`config.mk`:
```
export PLATFORM = sky130hd
export DESIGN_NAME = program_loader
export DESIGN_NICKNAME = d
export VERILOG_FILES = /design/src/rtl/program_loader.sv
export SDC_FILE = /design/constraint.sdc
export NUM_CORES = 1
export LEC_CHECK = 0
export BUFFER_PORTS_ARGS = -buffer_cell sky130_fd_sc_hd__clkbuf_2
export CAP_MARGIN = 30
export CORE_ASPECT_RATIO = 1.4
export CORE_UTILIZATION = 40
export DETAILED_ROUTE_END_ITERATION = 6
export GPL_TIMING_DRIVEN = 1
export SLEW_MARGIN = 20
export SYNTH_ARGS = -nofsm -noshare
export SYNTH_HDL_FRONTEND = slang
export SYNTH_SLANG_ARGS = --single-unit
```
`constraint.sdc`:
```
create_clock -name clk -period 2.75 [get_ports clk]
set_clock_uncertainty 0.2 [all_clocks]
set_input_delay 0.1375 -clock clk [delete_from_list [all_inputs] [get_ports clk]]
set_output_delay 0.1375 -clock clk [all_outputs]
set_load 0.01 [all_outputs]
```
`src/rtl/program_loader.sv`:
```
// Loads framed instruction words from a byte stream into the instruction ROM.
// Frame: SYNC_BYTE, N, 3*N payload bytes, then the checksum (N + payload) mod 256.
module program_loader #(
  parameter int          ADDR_W    = 8,
  parameter logic [7:0]  SYNC_BYTE = 8'hA5,
  parameter int          TIMEOUT   = 1024
) (
  input  logic              clk,
  input  logic              rst,
  input  logic [7:0]        rx_data,
  input  logic              rx_valid,
  output logic              rx_ready,
  output logic              rom_w_enable,
  output logic [ADDR_W-1:0] rom_w_addr,
  output logic [23:0]       rom_w_data,
  output logic              cpu_hold,
  output logic              busy,
  output logic              load_done,
  output logic              load_error,
  output logic [2:0]        dbg_state
);
  localparam int IDLE_W = $clog2(TIMEOUT);

  typedef enum logic [2:0] {
    S_IDLE, S_COUNT, S_B0, S_B1, S_B2, S_CHECK, S_RESULT
  } state_t;

  // Byte handshake: a byte moves only in a cycle where rx_valid && rx_ready.
  // rx_ready is registered, so it is known before the cycle starts.
  state_t              state_q, state_d;
  logic [7:0]          cnt_q, cnt_d;
  logic [ADDR_W-1:0]   addr_q, addr_d;
  logic [7:0]          sum_q, sum_d;
  logic [IDLE_W-1:0]   idle_q, idle_d;
  logic [7:0]          op_q, op_d;
  logic [7:0]          arg_a_q, arg_a_d;
  logic                rx_ready_q, rx_ready_d;
  logic                we_q, we_d;
  logic [ADDR_W-1:0]   waddr_q, waddr_d;
  logic [23:0]         wdata_q, wdata_d;
  logic                busy_q, busy_d;
  logic                done_q, done_d;
  logic                err_q, err_d;
  logic                accept;

  assign accept = rx_valid && rx_ready_q;

  always_comb begin
    state_d = state_q;
    cnt_d   = cnt_q;
    addr_d  = addr_q;
    sum_d   = sum_q;
    idle_d  = accept ? '0 : idle_q;
    op_d    = op_q;
    arg_a_d = arg_a_q;
    we_d    = 1'b0;
    waddr_d = waddr_q;
    wdata_d = wdata_q;
    done_d  = 1'b0;
    err_d   = 1'b0;
    case (state_q)
      S_IDLE: begin
        if (accept && rx_data == SYNC_BYTE) state_d = S_COUNT;
      end
      S_COUNT: begin
        if (accept) begin
          cnt_d   = rx_data;
          sum_d   = rx_data;
          addr_d  = '0;
          state_d = (rx_data == 8'd0) ? S_CHECK : S_B0;
        end
      end
      S_B0: begin
        if (accept) begin
          op_d    = rx_data;
          sum_d   = sum_q + rx_data;
          state_d = S_B1;
        end
      end
      S_B1: begin
        if (accept) begin
          arg_a_d = rx_data;
          sum_d   = sum_q + rx_data;
          state_d = S_B2;
        end
      end
      S_B2: begin
        if (accept) begin
          we_d    = 1'b1;
          waddr_d = addr_q;
          wdata_d = {op_q, arg_a_q, rx_data};
          addr_d  = addr_q + ADDR_W'(1);
          cnt_d   = cnt_q - 8'd1;
          sum_d   = sum_q + rx_data;
          state_d = (cnt_q == 8'd1) ? S_CHECK : S_B0;
        end
      end
      S_CHECK: begin
        if (accept) begin
          state_d = S_RESULT;
          done_d  = (rx_data == sum_q);
          err_d   = (rx_data != sum_q);
        end
      end
      S_RESULT: state_d = S_IDLE;
      default:  state_d = S_IDLE;
    endcase
    // Inactivity only counts while a frame is waiting for its next byte.
    if (!accept && state_q != S_IDLE && state_q != S_RESULT) begin
      if (idle_q == IDLE_W'(TIMEOUT - 1)) begin
        state_d = S_RESULT;
        err_d   = 1'b1;
        idle_d  = '0;
      end else begin
        idle_d = idle_q + IDLE_W'(1);
      end
    end
    rx_ready_d = (state_d != S_RESULT);
    busy_d     = (state_d != S_IDLE);
  end

  always_ff @(posedge clk) begin
    if (rst) begin
      state_q    <= S_IDLE;
      cnt_q      <= '0;
      addr_q     <= '0;
      sum_q      <= '0;
      idle_q     <= '0;
      op_q       <= '0;
      arg_a_q    <= '0;
      rx_ready_q <= 1'b0;
      we_q       <= 1'b0;
      waddr_q    <= '0;
      wdata_q    <= '0;
      busy_q     <= 1'b0;
      done_q     <= 1'b0;
      err_q      <= 1'b0;
    end else begin
      state_q    <= state_d;
      cnt_q      <= cnt_d;
      addr_q     <= addr_d;
      sum_q      <= sum_d;
      idle_q     <= idle_d;
      op_q       <= op_d;
      arg_a_q    <= arg_a_d;
      rx_ready_q <= rx_ready_d;
      we_q       <= we_d;
      waddr_q    <= waddr_d;
      wdata_q    <= wdata_d;
      busy_q     <= busy_d;
      done_q     <= done_d;
      err_q      <= err_d;
    end
  end

  assign rx_ready     = rx_ready_q;
  assign rom_w_enable = we_q;
  assign rom_w_addr   = waddr_q;
  assign rom_w_data   = wdata_q;
  assign busy         = busy_q;
  assign cpu_hold     = busy_q;
  assign load_done    = done_q;
  assign load_error   = err_q;
  assign dbg_state    = state_q;
endmodule

```
==> flow_results.xml, run 1 <==
<?xml version="1.0" encoding="UTF-8"?>
<metrics>
  <group name="sta">
    <metric name="final_hold_viol_count" unit="">0</metric>
    <metric name="hold-worst-slack" unit="ns">0.004307</metric>
    <metric name="slew_viol_final" unit="">0</metric>
    <metric name="finalSetupTns" unit="ns">0</metric>
    <metric name="timing.slew.headroom" unit="">0.4051</metric>
    <metric name="timing.fmax" unit="MHz">414.2</metric>
    <metric name="timing.final.ws_setup" unit="ns">0.3357</metric>
    <metric name="setup_violations" unit="">0</metric>
    <metric name="min_period" unit="ns">2.414</metric>
    <metric name="rsz0062_at_grt" unit="">no</metric>
    <metric name="finalCritPeriodShare" unit="">0.8779</metric>
    <metric name="worstMarginPinSlew" unit="ns">0.8924</metric>
  </group>
  <group name="pwr">
    <metric name="power_per_cell_area" unit="nW/um2">541.9</metric>
    <metric name="static-leakage-power" unit="nW">1.787</metric>
    <metric name="post-layout-total-power" unit="mW">2.664</metric>
    <metric name="ir_drop" unit="mV">0.3690</metric>
  </group>
  <group name="layout">
    <metric name="antenna_cells" unit="">0</metric>
    <metric name="layout.nets" unit="">586</metric>
    <metric name="post_route_cells_drive_above_1_share" unit="">0.1567</metric>
    <metric name="layout-area-overhead-vs-synth" unit="%">17.78</metric>
    <metric name="post_layout_inst_area" unit="um2">4916</metric>
  </group>
  <group name="routing">
    <metric name="wire_per_inst" unit="um">14.31</metric>
    <metric name="detail_route.iter0.violations" unit="">199</metric>
    <metric name="routed.top_layer" unit="">met4</metric>
    <metric name="dr.pass1.iters" unit="">5</metric>
    <metric name="drt.antenna.violating_nets" unit="">0</metric>
    <metric name="vias" unit="">3733</metric>
    <metric name="met1_routed_wirelength_after_detailed_routing" unit="um">4454</metric>
    <metric name="met3_wirelength" unit="um">297</metric>
    <metric name="route.detailed.vias_per_inst" unit="">5.310</metric>
    <metric name="wl_met2" unit="um">5044</metric>
    <metric name="drt_drc_violations_left" unit="">0</metric>
    <metric name="detail_route.wirelength" unit="um">10060</metric>
  </group>
  <group name="global_route">
    <metric name="grt_pass1_vias" unit="">3658</metric>
    <metric name="initial_antenna_violation_count" unit="">0</metric>
    <metric name="grt_max_degree" unit="">51</metric>
    <metric name="global_route.usage.total" unit="">0.2054</metric>
    <metric name="gr-total-overflow" unit="">0</metric>
    <metric name="grt_first_pass_wirelength" unit="um">17220</metric>
  </group>
  <group name="placement">
    <metric name="dpl_worst_slack" unit="ns">0.3547</metric>
    <metric name="port_buffers" unit="">51</metric>
    <metric name="hpwl" unit="um">6811</metric>
    <metric name="last_weighted_congestion_value_of_the_routability_driven_placer" unit="">0.8215</metric>
    <metric name="placedInstanceArea" unit="um2">4573</metric>
  </group>
  <group name="status">
    <metric name="status" unit="">completed</metric>
  </group>
  <group name="cts">
    <metric name="tritoncts" unit="">yes</metric>
    <metric name="clk_pin_slew_worst_paths" unit="ns">0.06</metric>
    <metric name="cts_sinks" unit="">90</metric>
    <metric name="clock_tree.root_cell" unit="">clkbuf_16</metric>
    <metric name="worst_skew_pair.late_latency" unit="ns">0.35</metric>
    <metric name="clock_tree.buffer_depth" unit="">2</metric>
    <metric name="cts_inserted_buffers" unit="">9</metric>
    <metric name="postCtsSetupBuffers" unit="">0</metric>
    <metric name="cts_max_level" unit="">3</metric>
  </group>
  <group name="yosys">
    <metric name="synth-edff-count" unit="">0</metric>
    <metric name="yosys_most_used_dff" unit="">dfxtp_1</metric>
    <metric name="synth.yosys.seq_area_share" unit="">0.4317</metric>
    <metric name="yosys_register_bits" unit="">90</metric>
    <metric name="synth.avg_cell_area" unit="um2">8.105</metric>
    <metric name="yosysWarnings" unit="">0</metric>
    <metric name="post_synth_inst_count" unit="">515</metric>
    <metric name="area_of_the_mapped_netlist" unit="um2">4174</metric>
    <metric name="synth_async_sr_flop_share" unit="">0</metric>
    <metric name="postSynthNetCount" unit="">538</metric>
    <metric name="synth.distinct_cells" unit="">57</metric>
  </group>
  <group name="floorplanning">
    <metric name="starting_density_of_the_core" unit="">0.4171</metric>
    <metric name="floorplan.rows" unit="">43</metric>
    <metric name="design.portCount" unit="">52</metric>
    <metric name="design.die.area" unit="um2">10850</metric>
    <metric name="chipHeight" unit="um">122.9</metric>
    <metric name="design.core.area" unit="um2">10010</metric>
    <metric name="die_w" unit="um">88.34</metric>
  </group>
  <group name="worst_setup_path">
    <metric name="timing.critical_path.arrival" unit="ns">2.48</metric>
    <metric name="critical_path.startpoint_type" unit="">flop</metric>
    <metric name="required_time_of_the_critical_path" unit="ns">2.82</metric>
    <metric name="worstSetupPathType" unit="">reg -&gt; reg</metric>
    <metric name="r2r_cells" unit="">7</metric>
    <metric name="critPathMaxFanout" unit="">16</metric>
    <metric name="endpoint_kind" unit="">flop</metric>
  </group>
  <group name="run">
    <metric name="max_cap_viol_count" unit="">0</metric>
  </group>
  <group name="hold_path">
    <metric name="hold_path.class" unit="">in -&gt; reg</metric>
    <metric name="hold-path-cell-count" unit="">3</metric>
  </group>
</metrics>
critical path: stages, from the launching register on:
cell	delay, ns
dfxtp_1	0.48
or3b_1	0.68
nor2_4	0.20
buf_4	0.22
a41oi_1	0.14
o31ai_1	0.10
nand3_1	0.14
a31oi_1	0.17
area by class of cell:
type,instances,area (um2)
inverter,11,41.29
fill,1029,5091
multi-input combinational,383,2196
timing repair buffer,68,405.4
tap,135,168.9
clock buffer,11,242.7
clock inverter,5,60.06
sequential,90,1802
timing repair:
| item | in CTS | in global routing |
|---|---|---|
| endpoints found under the hold margin | 5 | 0 |
| hold buffers | 4 | 0 |
| gates resized for setup | 0 | 0 |
per-stage QoR:
stage          utilization  instances
2_1_floorplan            -        515
3_3_place_gp        0.4570        683
3_5_place_dp        0.4570        683
4_1_cts             0.4912        703
5_1_grt             0.4912        703
6_report            0.4912        703
synth_stat cells, types with 4 or more instances:
cell type / count / area (um2)
nor4_1: 6 / 37.54
buf_2: 12 / 60.06
nor2_1: 62 / 232.7
ha_1: 11 / 137.6
o21ai_0: 23 / 115.1
or3_1: 4 / 25.02
nand3_1: 13 / 65.06
a211oi_1: 8 / 60.06
nand3b_1: 7 / 52.55
nand2_1: 89 / 334.1
clkbuf_1: 17 / 63.81
nor3_1: 9 / 45.04
inv_1: 11 / 41.29
dfxtp_1: 90 / 1802
xnor2_1: 4 / 35.03
and3_1: 5 / 31.28
mux2i_1: 18 / 180.2
a21oi_1: 61 / 305.3
cells in the final DEF, fill, tap and decap left out, types with 9 or more instances in the layout:
cell type	synthesis	final
a21oi_1	61	61
nor3_1	9	9
ha_1	11	11
mux2i_1	18	18
dfxtp_1	90	90
inv_1	11	11
nand2_1	89	89
nor2_1	62	62
clkbuf_16	0	9
buf_4	1	12
nand3_1	13	13
clkbuf_2	0	50
o21ai_0	23	23
flip-flops by register name (all words and copies together) (netlist names):
signal	count
addr_q	8
arg_a_q	8
busy	1
cnt_q	8
dbg_state	3
idle_q	10
load_done	1
load_error	1
op_q	8
rom_w_addr	8
rom_w_data	24
rom_w_enable	1
rx_ready	1
sum_q	8
worst paths after layout:
path | from | endpoint | slack, ns
max | dbg_state[1]$_SDFF_PP0_ | busy$_SDFF_PP0_ | 0.34
min | rx_data[5] | rom_w_data[5]$_SDFFE_PP0P_ | 0.004
max reg2reg | dbg_state[1]$_SDFF_PP0_ | busy$_SDFF_PP0_ | 0.34
min reg2reg | rom_w_data[16]$_SDFFE_PP0P_ | rom_w_data[16]$_SDFFE_PP0P_ | 0.25
report_power, final:
| part | switching (mW) | internal [mW] | total [mW] |
|---|---|---|---|
| clock | 0.527 | 0.734 | 1.26 |
| combinational | 0.0667 | 0.0307 | 0.0973 |
| sequential | 0.000755 | 1.30 | 1.30 |
cells by family (layout without fill, tap and decap cells):
| logic type | after synthesis | after routing | share of synthesized area |
|---|---|---|---|
| xor+xnor | 7 | 7 | 0.01469 |
| simple gates | 225 | 225 | 0.2572 |
| buf+inv | 42 | 95 | 0.04227 |
| fa+ha+maj | 12 | 12 | 0.03777 |
| flops | 90 | 90 | 0.4317 |
| compound gates | 119 | 119 | 0.1679 |
| mux | 20 | 20 | 0.04856 |
routing by layer:
metal	up-vias	global-route usage
met1	1756	0.2441
met4	0	0.1028
met3	16	0.02959
met2	74	0.3553
li1	1887	-
met5	-	0
Power figures use the tool's default switching activity.
==> inputs of run 2 (changes only) <==
CTS_BUF_LIST = sky130_fd_sc_hd__clkbuf_4 sky130_fd_sc_hd__clkbuf_8   (was unset)
HOLD_SLACK_MARGIN = 0.02   (was unset)
==> flow_results.xml, run 2 (synthesized netlist as in run 1, its figures left out) <==
<?xml version="1.0" encoding="UTF-8"?>
<metrics>
  <group name="sta">
    <metric name="timing.slew.headroom" unit="">0.3983</metric>
    <metric name="slew_viol_final" unit="">0</metric>
    <metric name="worstMarginPinSlew" unit="ns">0.9026</metric>
    <metric name="setup_violations" unit="">0</metric>
    <metric name="finalCritPeriodShare" unit="">0.9101</metric>
    <metric name="final_hold_viol_count" unit="">0</metric>
    <metric name="min_period" unit="ns">2.503</metric>
    <metric name="rsz0062_at_grt" unit="">no</metric>
    <metric name="timing.fmax" unit="MHz">399.6</metric>
    <metric name="finalSetupTns" unit="ns">0</metric>
  </group>
  <group name="floorplanning">
    <metric name="chipHeight" unit="um">122.9</metric>
    <metric name="design.core.area" unit="um2">10010</metric>
    <metric name="floorplan.rows" unit="">43</metric>
    <metric name="starting_density_of_the_core" unit="">0.4171</metric>
    <metric name="design.die.area" unit="um2">10850</metric>
    <metric name="die_w" unit="um">88.34</metric>
    <metric name="design.portCount" unit="">52</metric>
  </group>
  <group name="layout">
    <metric name="post_route_cells_drive_above_1_share" unit="">0.1573</metric>
    <metric name="final-instance-count-excl-fill" unit="">707</metric>
    <metric name="mostFrequentLayoutCell" unit="">dfxtp_1</metric>
    <metric name="most-common-layout-cells" unit="">90 x dfxtp_1, 89 x nand2_1, 62 x nor2_1</metric>
    <metric name="layout-area-overhead-vs-synth" unit="%">16.40</metric>
    <metric name="antenna_cells" unit="">0</metric>
    <metric name="largest_register_ff_count" unit="">24</metric>
    <metric name="layout.nets" unit="">590</metric>
    <metric name="final_util" unit="">0.4855</metric>
  </group>
  <group name="worst_setup_path">
    <metric name="reg2reg_setup_slack" unit="ns">0.33</metric>
    <metric name="endpoint_kind" unit="">flop</metric>
    <metric name="cp_common_cell" unit="">a211oi_1</metric>
    <metric name="cell_type_group_with_the_largest_total_delay_on_the_critical_path" unit="">compound AO/OA/AOI/OAI gates</metric>
    <metric name="r2r_cells" unit="">7</metric>
    <metric name="critPathMaxFanout" unit="">9</metric>
    <metric name="required_time_of_the_critical_path" unit="ns">2.83</metric>
    <metric name="cp_slowest_stage_delay" unit="ns">0.52</metric>
    <metric name="worstSetupPathType" unit="">in -&gt; reg</metric>
    <metric name="cp_num_buf_inv" unit="">3</metric>
    <metric name="timing.critical_path.slowest_stage_cell" unit="">dlygate4sd3_1</metric>
    <metric name="worstPathCellList" unit="">dlygate4sd3_1 &gt; clkbuf_2 &gt; ha_1 &gt; inv_1 &gt; fa_1 &gt; nand2b_1 &gt; a21oi_1 &gt; o21ai_0 &gt; a211oi_1 &gt; a211oi_1 &gt; a211oi_1</metric>
    <metric name="worstReg2RegEnd" unit="">busy$_SDFF_PP0_</metric>
    <metric name="depth_of_the_critical_timing_path_with_buffers_and_inverters_included" unit="">11</metric>
    <metric name="timing.critical_path.arrival" unit="ns">2.58</metric>
    <metric name="r2r-start" unit="">dbg_state[1]$_SDFF_PP0_</metric>
    <metric name="critical_path.startpoint_type" unit="">input port</metric>
  </group>
  <group name="run">
    <metric name="max_cap_viol_count" unit="">0</metric>
  </group>
  <group name="global_route">
    <metric name="global_route.usage.total" unit="">0.2032</metric>
    <metric name="grt.busiest_layer" unit="">met2</metric>
    <metric name="met2_usage" unit="">0.3572</metric>
    <metric name="initial_antenna_violation_count" unit="">0</metric>
    <metric name="gr-total-overflow" unit="">0</metric>
    <metric name="grt_max_degree" unit="">51</metric>
    <metric name="met1_layer_usage_reported_by_global_route" unit="">0.2399</metric>
    <metric name="grt_first_pass_wirelength" unit="um">17060</metric>
    <metric name="grt.met3_usage" unit="">0.02757</metric>
    <metric name="grt_pass1_vias" unit="">3633</metric>
  </group>
  <group name="cts">
    <metric name="tritoncts" unit="">yes</metric>
    <metric name="clk_pin_slew_worst_paths" unit="ns">0.09</metric>
    <metric name="worst_skew_pair.late_latency" unit="ns">0.37</metric>
    <metric name="clock_tree.buffer_depth" unit="">2</metric>
    <metric name="cts_sinks" unit="">90</metric>
    <metric name="cts_inserted_buffers" unit="">9</metric>
    <metric name="cts_max_level" unit="">3</metric>
    <metric name="cts_resized" unit="">0</metric>
    <metric name="clock_tree.root_cell" unit="">clkbuf_8</metric>
  </group>
  <group name="routing">
    <metric name="drt_drc_violations_left" unit="">0</metric>
    <metric name="dr.pass1.iters" unit="">5</metric>
    <metric name="detail_route.wirelength" unit="um">9957</metric>
    <metric name="vias" unit="">3730</metric>
    <metric name="route.detailed.vias_per_inst" unit="">5.276</metric>
    <metric name="wire_per_inst" unit="um">14.08</metric>
    <metric name="detail_route.iter0.violations" unit="">207</metric>
    <metric name="drt.antenna.violating_nets" unit="">0</metric>
  </group>
  <group name="pwr">
    <metric name="power_per_cell_area" unit="nW/um2">483.0</metric>
    <metric name="ir_drop" unit="mV">0.2650</metric>
    <metric name="static-leakage-power" unit="nW">1.761</metric>
  </group>
  <group name="hold_path">
    <metric name="hold-path-cell-count" unit="">4</metric>
    <metric name="timing.hold.worst_endpoint" unit="">idle_q[8]$_SDFFE_PP0P_</metric>
    <metric name="holdCritStartpoint" unit="">rx_valid</metric>
    <metric name="hold_path.class" unit="">in -&gt; reg</metric>
  </group>
  <group name="placement">
    <metric name="port_buffers" unit="">51</metric>
    <metric name="last_weighted_congestion_value_of_the_routability_driven_placer" unit="">0.8215</metric>
    <metric name="hpwl" unit="um">6811</metric>
    <metric name="count_of_placed_standard_cells_including_taps" unit="">683</metric>
  </group>
  <group name="status">
    <metric name="status" unit="">completed</metric>
  </group>
</metrics>
[run 2: changes by cell type in the layout (fill, tap and decap cells not counted)]
cell,delta
clkbuf_1,-1
clkbuf_16,-9
dlygate4sd3_1,+4
clkbuf_4,+1
clkbuf_8,+9
[run 2: worst max path at each step]
stage,from,endpoint,slack (ns)
floorplan,sum_q[0]$_SDFFE_PP0P_,sum_q[6]$_SDFFE_PP0P_,0.69
global placement,dbg_state[1]$_SDFF_PP0_,addr_q[6]$_SDFFE_PP0P_,0.42
detailed placement,dbg_state[1]$_SDFF_PP0_,busy$_SDFF_PP0_,0.35
CTS,rx_data[0],sum_q[6]$_SDFFE_PP0P_,0.28
global route,rx_data[0],sum_q[6]$_SDFFE_PP0P_,0.02
finish,rx_data[0],sum_q[6]$_SDFFE_PP0P_,0.25
[run 2: area by class of cell]
class	count	area [um2]
clock buffer	11	145.1
clock inverter	5	60.06
fill	1032	5149
inverter	11	41.29
multi-input combinational	383	2196
sequential	90	1802
tap	135	168.9
timing repair buffer	72	445.4
[run 2: routing by layer]
metal	wire, um	vias to the layer above
li1	-	1890
met1	4267	1760
met3	321	14
met2	5177	66
met4	190	0
met5	0	-
[run 2: tightest hold or removal path: stages]
cell and delay (ns):
clkbuf_2 0.09, and2_1 0.14, buf_4 0.16, nor3_1 0.06
[run 2: power breakdown]
group | total [mW] | switching, mW | internal (mW)
combinational | 0.102 | 0.0672 | 0.0343
sequential | 1.30 | 0.000752 | 1.30
clock | 0.942 | 0.482 | 0.460
[run 2: repair_timing]
| item | in CTS | in global routing |
|---|---|---|
| hold endpoints to repair | 20 | 0 |
| hold buffers | 8 | 0 |
| endpoints found under the setup margin | 0 | 0 |
| setup buffers | 0 | 0 |
[run 2: per-stage QoR]
stage / area (um2) / worst slack, ns / hold WS, ns / power [mW]
2_1_floorplan: 4174 / 0.6945 / 0.07348 / 1.388
3_3_place_gp: 4573 / 0.4205 / 0.2445 / 1.427
3_5_place_dp: 4573 / 0.3547 / 0.2460 / 1.428
4_1_cts: 4858 / 0.2812 / 0.04444 / 2.379
5_1_grt: 4858 / 0.01601 / 0.08517 / 2.429
6_report: 4858 / 0.2472 / 0.05587 / 2.347
